[src/rtl/sr_ctrl_pkg.sv]
// Shared types and sizing helper for the SR latch command conditioner.
// Used by the per-channel debouncer and by the arbitration top level.
package sr_ctrl_pkg;

   typedef enum logic [1:0] {
      IDLE   = 2'd0,
      COUNT  = 2'd1,
      STABLE = 2'd2
   } deb_state_t;

   typedef enum logic [1:0] {
      NONE  = 2'd0,
      SET   = 2'd1,
      RESET = 2'd2
   } sr_cmd_t;

   // Bits needed to hold 0..max_val; never narrower than one bit.
   function automatic int cnt_width(input int max_val);
      return (max_val < 1) ? 1 : $clog2(max_val + 1);
   endfunction

endpackage

[src/rtl/sr_debounce_chan.sv]
// One request channel: 2-flop synchroniser, debounce FSM, debounced level
// and a registered single-cycle pulse on each 0->1 transition of that level.
module sr_debounce_chan
   import sr_ctrl_pkg::*;
#(
   parameter int DEBOUNCE_CYCLES = 16
) (
   input  logic clk,
   input  logic rst,
   input  logic raw_in,
   output logic rise
);

   localparam int CW = cnt_width(DEBOUNCE_CYCLES);
   localparam logic [CW-1:0] DEB_MAX = CW'(DEBOUNCE_CYCLES);

   logic          r_sync1;
   logic          r_sync2;
   logic          r_level;
   logic          r_level_d;
   logic          r_rise;
   deb_state_t    r_state;
   logic [CW-1:0] r_cnt;

   deb_state_t    w_state_next;
   logic [CW-1:0] w_cnt_next;
   logic          w_level_next;

   // The level flips on the cycle the counter reaches DEBOUNCE_CYCLES, not one later.
   always_comb begin
      w_state_next = r_state;
      w_cnt_next   = r_cnt;
      w_level_next = r_level;
      case (r_state)
         IDLE: begin
            if (r_sync2 != r_level) begin
               w_cnt_next = CW'(1);
               if (DEB_MAX == CW'(1)) begin
                  w_level_next = ~r_level;
                  w_state_next = STABLE;
               end else begin
                  w_state_next = COUNT;
               end
            end
         end
         COUNT: begin
            if (r_sync2 == r_level) begin
               w_cnt_next   = '0;
               w_state_next = IDLE;
            end else begin
               w_cnt_next = r_cnt + CW'(1);
               if (w_cnt_next == DEB_MAX) begin
                  w_level_next = ~r_level;
                  w_state_next = STABLE;
               end
            end
         end
         STABLE: begin
            w_cnt_next   = '0;
            w_state_next = IDLE;
         end
         default: begin
            w_cnt_next   = '0;
            w_state_next = IDLE;
         end
      endcase
   end

   always_ff @(posedge clk) begin
      if (rst) begin
         r_sync1   <= 1'b0;
         r_sync2   <= 1'b0;
         r_level   <= 1'b0;
         r_level_d <= 1'b0;
         r_rise    <= 1'b0;
         r_state   <= IDLE;
         r_cnt     <= '0;
      end else begin
         r_sync1   <= raw_in;
         r_sync2   <= r_sync1;
         r_level   <= w_level_next;
         r_level_d <= r_level;
         r_rise    <= r_level & ~r_level_d;
         r_state   <= w_state_next;
         r_cnt     <= w_cnt_next;
      end
   end

   assign rise = r_rise;

endmodule

[src/rtl/sr_cmd_conditioner.sv]
// Turns two bouncy asynchronous set/reset requests into single-cycle s/r/en
// commands for an enable-gated SR latch, rejecting conflicts and rate-limiting.
module sr_cmd_conditioner
   import sr_ctrl_pkg::*;
#(
   parameter int DEBOUNCE_CYCLES = 16,
   parameter int LOCKOUT_CYCLES  = 4
) (
   input  logic clk,
   input  logic rst,
   input  logic raw_set,
   input  logic raw_reset,
   output logic s,
   output logic r,
   output logic en,
   output logic conflict,
   output logic busy
);

   localparam int LW = cnt_width(LOCKOUT_CYCLES);
   localparam logic [LW-1:0] LOCK_LOAD = LW'(LOCKOUT_CYCLES);

   logic          w_rise_set;
   logic          w_rise_rst;
   sr_cmd_t       w_cmd;
   logic          w_conflict;

   logic          r_s;
   logic          r_r;
   logic          r_en;
   logic          r_conflict;
   logic [LW-1:0] r_lock;

   sr_debounce_chan #(.DEBOUNCE_CYCLES(DEBOUNCE_CYCLES)) u_chan_set (
      .clk    (clk),
      .rst    (rst),
      .raw_in (raw_set),
      .rise   (w_rise_set)
   );

   sr_debounce_chan #(.DEBOUNCE_CYCLES(DEBOUNCE_CYCLES)) u_chan_rst (
      .clk    (clk),
      .rst    (rst),
      .raw_in (raw_reset),
      .rise   (w_rise_rst)
   );

   // Conflict wins over lockout so a simultaneous pair is always reported.
   always_comb begin
      w_cmd      = NONE;
      w_conflict = 1'b0;
      if (w_rise_set && w_rise_rst) begin
         w_conflict = 1'b1;
      end else if (r_lock != '0) begin
         w_cmd = NONE;
      end else if (w_rise_set) begin
         w_cmd = SET;
      end else if (w_rise_rst) begin
         w_cmd = RESET;
      end
   end

   always_ff @(posedge clk) begin
      if (rst) begin
         r_s        <= 1'b0;
         r_r        <= 1'b0;
         r_en       <= 1'b0;
         r_conflict <= 1'b0;
         r_lock     <= '0;
      end else begin
         r_s        <= (w_cmd == SET);
         r_r        <= (w_cmd == RESET);
         r_en       <= (w_cmd != NONE);
         r_conflict <= w_conflict;
         if (w_cmd != NONE) begin
            r_lock <= LOCK_LOAD;
         end else if (r_lock != '0) begin
            r_lock <= r_lock - LW'(1);
         end
      end
   end

   assign s        = r_s;
   assign r        = r_r;
   assign en       = r_en;
   assign conflict = r_conflict;
   assign busy     = (r_lock != '0);

endmodule

[config.mk]
export PLATFORM = sky130hd
export DESIGN_NAME = sr_cmd_conditioner
export DESIGN_NICKNAME = d
export VERILOG_FILES = /design/src/rtl/sr_ctrl_pkg.sv /design/src/rtl/sr_debounce_chan.sv /design/src/rtl/sr_cmd_conditioner.sv
export SDC_FILE = /design/constraint.sdc
export NUM_CORES = 1
export LEC_CHECK = 0
export ABC_AREA = 1
export CORE_MARGIN = 8
export CORE_UTILIZATION = 45
export DETAILED_ROUTE_END_ITERATION = 10
export PLACE_DENSITY = 0.64
export SLEW_MARGIN = 20
export SYNTH_ARGS = -nofsm -noshare
export SYNTH_HDL_FRONTEND = slang
export SYNTH_SLANG_ARGS = --single-unit
[constraint.sdc]
create_clock -name clk -period 1.75 [get_ports clk]
set_input_delay 0.35 -clock clk [delete_from_list [all_inputs] [get_ports clk]]
set_output_delay 0.35 -clock clk [all_outputs]
set_load 0.01 [all_outputs]
==> Flow_metrics.wiki <==
{| class="wikitable"
! Metric !! Value
|-
| Main combinational cell family by area after synthesis || simple AND/OR/NAND/NOR gates
|-
| Avg Cell Area, Syn || 7.473 um^2
|-
| RSZ-0062 raised after global routing || false
|-
| Worst-Skew Late Latency || 340 ps
|-
| Via count of the first global-routing pass || 1,078
|-
| Count of synthesis-stage warnings from yosys || 0
|-
| Leakage power figure || 0.6860 nW
|-
| Via/cell ratio || 4.943
|-
| DRT Pass-1 Iters || 6
|-
| Final worst path period share || 0.9438
|-
| Worst min path class || register to register
|-
| # placed instances || 219
|-
| Number of antenna violations at the first check in global routing || 0
|-
| Worst Skew || 8.992 ps
|-
| FP Rows || 20
|-
| Synth Net Count || 192
|-
| Synthesized-area fraction occupied by adder cells || 0.06475
|-
| Final setup violation count || 0
|-
| HPWL after detailed placement || 1746 um
|-
| Biggest fanout along the worst timing path || 2
|-
| Critical Setup Path Class || register to output pin
|-
| Count of final hold-check violations || 0
|-
| CTS root buffer || sky130_fd_sc_hd__clkbuf_4
|-
| Total core area || 2953 um^2
|-
| Final sum of negative setup slack || 0 ps
|-
| Highest clock rate || 605.4 MHz
|-
| First DRT Iteration DRCs || 66
|-
| Cell type of the slowest stage on the worst timing path || sky130_fd_sc_hd__dfxtp_2
|-
| Category of the worst setup path launch point || register
|-
| Worst path max stage delay || 340 ps
|-
| Port Buf Inserts || 8
|-
| Arrival time worst endpoint || 1300 ps
|-
| Global-route total usage across every layer || 0.1075
|-
| Most frequent cells in the layout || sky130_fd_sc_hd__nand2_1, sky130_fd_sc_hd__inv_1, sky130_fd_sc_hd__dfxtp_1
|-
| Share of the synthesized netlist area taken by xor and xnor gates || 0.02498
|-
| Area of the die || 5016 um^2
|-
| Number of vias after detailed routing || 1,122
|-
| Placer congestion estimate || 0.7964
|-
| Synthesized-area fraction occupied by and/or/nand/nor cells || 0.2757
|-
| Global-route wire length before repair || 4243 um
|-
| DIE HEIGHT || 70.83 um
|-
| Number of nets with antenna violations after routing || 0
|-
| Clock tree from TritonCTS || built
|-
| Slew at the pin closest to its max-slew limit || 508.4 ps
|-
| Post-synthesis register bit count || 31
|-
| Status || completed
|-
| IO Pins || 9
|-
| Area growth from synthesis to layout || 16.10%
|-
| Maximum count of clock buffers along a single path || 2
|-
| Initial standard-cell utilization of the core || 0.4581
|-
| Largest net degree at the start of global routing || 28
|-
| Layout cell share with drive strength beyond 1 || 0.09794
|-
| Remaining global-route overflow || 0
|-
| PD cells || 1069 nW/um^2
|-
| Max-capacitance violation count || 0
|-
| Cells traversed along the worst timing path || inv_1, ha_1, ha_1, inv_2, buf_6
|-
| Sequential area share after synthesis || 0.4588
|-
| CTS buffer count || 5
|-
| Count of different cell masters after synthesis || 20
|-
| Remaining max-slew budget at the tightest pin || 0.6584
|-
| WP data required || 1400 ps
|-
| Share of flip-flops with an asynchronous set or reset || 0
|-
| Count of final max-slew check failures || 0
|-
| Peak supply drop || 0.4047 mV
|-
| Routed wirelength normalized by instance count || 10.92 um
|-
| DRC Markers || 0
|-
| Net total in the final layout || 204
|-
| Antenna diode count || 0
|-
| Mux cell area share after synthesis || 0
|-
| Commonest register cell after synthesis || sky130_fd_sc_hd__dfxtp_1
|-
| Endpoint type of the worst setup path || output pin
|-
| Synthesized netlist cell count || 181
|-
| Die X || 70.83 um
|-
| WL final || 2478 um
|-
| Filler cells || 281
|-
| Clock period minus worst slack || 1652 ps
|-
| Hold bufs inserted after CTS || 0
|-
| Most frequent CP cell || sky130_fd_sc_hd__ha_1
|-
| Number of flops mapped to enable cells by yosys || 0
|-
| Post-route insts no fill || 227
|-
| Most common cell after layout, fill and taps aside || sky130_fd_sc_hd__nand2_1
|-
| Clock sink total || 31
|-
| Post-CTS clock slew at the launch and capture registers of the worst setup and hold paths || 100 ps
|-
| Post-synthesis instance area || 1353 um^2
|-
| Maximum level of the CTS H-tree || 2
|-
| Synth Area in Compound Gates || 0.07216
|}
==> stage by stage <==
stage               worst slack [ps]  hold WS (ps)  area (um^2)  utilization  power (mW)
floorplan                      409.1         372.9         1353            -      0.9737
global placement               66.54         381.1         1481       0.5017       1.066
detailed placement             10.38         382.0         1481       0.5017       1.090
CTS                            58.38         397.0         1564       0.5297       1.661
global route                   20.51         411.7         1570       0.5318       1.772
finish                         98.30         392.6         1570       0.5318       1.678
==> Yosys cell counts (2+ instances only) <==
master / n / area (um^2)
sky130_fd_sc_hd__nand3_1: 11 / 55.05
sky130_fd_sc_hd__clkbuf_1: 4 / 15.01
sky130_fd_sc_hd__inv_1: 32 / 120.1
sky130_fd_sc_hd__nand2_1: 39 / 146.4
sky130_fd_sc_hd__nor2_2: 3 / 18.77
sky130_fd_sc_hd__dfxtp_1: 31 / 620.6
sky130_fd_sc_hd__nand4_1: 6 / 37.54
sky130_fd_sc_hd__a21oi_1: 13 / 65.06
sky130_fd_sc_hd__nor3_1: 5 / 25.02
sky130_fd_sc_hd__xnor2_1: 2 / 17.52
sky130_fd_sc_hd__a31oi_1: 2 / 12.51
sky130_fd_sc_hd__nor2_1: 18 / 67.56
sky130_fd_sc_hd__ha_1: 7 / 87.58
sky130_fd_sc_hd__o211ai_1: 2 / 15.01
==> what timing repair did <==
| action | CTS | global route |
|---|---|---|
| resized for setup | 5 | 2 |
| gates cloned | 0 | 0 |
| pin swaps | 0 | 0 |
| endpoints found under the setup margin | 1 | 1 |
| setup buffers | 0 | 0 |
==> power by group <==
part	internal (mW)	total, mW	switching, mW
clock network	0.337	0.590	0.252
logic	0.148	0.320	0.171
registers	0.746	0.769	0.0224
==> cell type report <==
type | instances | area (um^2) | area share
clock inverter | 2 | 35.03 | 0.02231
inverter | 32 | 120.1 | 0.07649
sequential | 31 | 621.8 | 0.3960
clock buffer | 6 | 51.30 | 0.03267
multi-input combinational | 113 | 591.8 | 0.3769
timing repair buffer | 10 | 108.9 | 0.06932
tap | 33 | 41.29 | 0.02629
==> registers in the layout (all words and copies together), names as in the netlist, 2 cells and up <==
signal / cells
u_chan_rst.r_cnt: 5
r_lock: 3
u_chan_rst.r_state: 2
u_chan_set.r_cnt: 5
u_chan_set.r_state: 2
==> path summary, 6_finish.rpt <==
kind | slack, ps | end | start | cells past startpoint
max reg2reg | 260 | r_lock[0]$_SDFFE_PP0P_ | r_lock[0]$_SDFFE_PP0P_ | 9
max | 100 | busy | r_lock[0]$_SDFFE_PP0P_ | 5
min reg2reg | 390 | u_chan_set.rise$_SDFF_PP0_ | u_chan_set.r_level_d$_SDFF_PP0_ | 1
min | 390 | u_chan_set.rise$_SDFF_PP0_ | u_chan_set.r_level_d$_SDFF_PP0_ | 1
==> kinds of logic (layout without fill, tap and decap cells) <==
kind of cell	count (synthesis)	count (layout)
AOI/OAI and AO/OA	18	18
xor gates and xnor gates	3	3
adders and majority gates	7	7
buffers and inverters	37	50
DFF	31	31
and+or+nand+nor	85	85
==> per-layer routing <==
| metal | share of wire | GRT usage |
|---|---|---|
| met1 | 0.44 | 0.09983 |
| met2 | 0.50 | 0.1895 |
| met3 | 0.040 | 0.03672 |
| met4 | 0.027 | 0.08314 |
| met5 | 0 | 0 |
==> critical path: cells and delay by family, from the launching register on <==
| kind | cells | cell delay [ps] |
|---|---|---|
| buf+inv | 3 | 210 |
| fa+ha+maj | 2 | 410 |
| flops | 1 | 340 |
No activity file was read; power rests on OpenSTA's default activity.
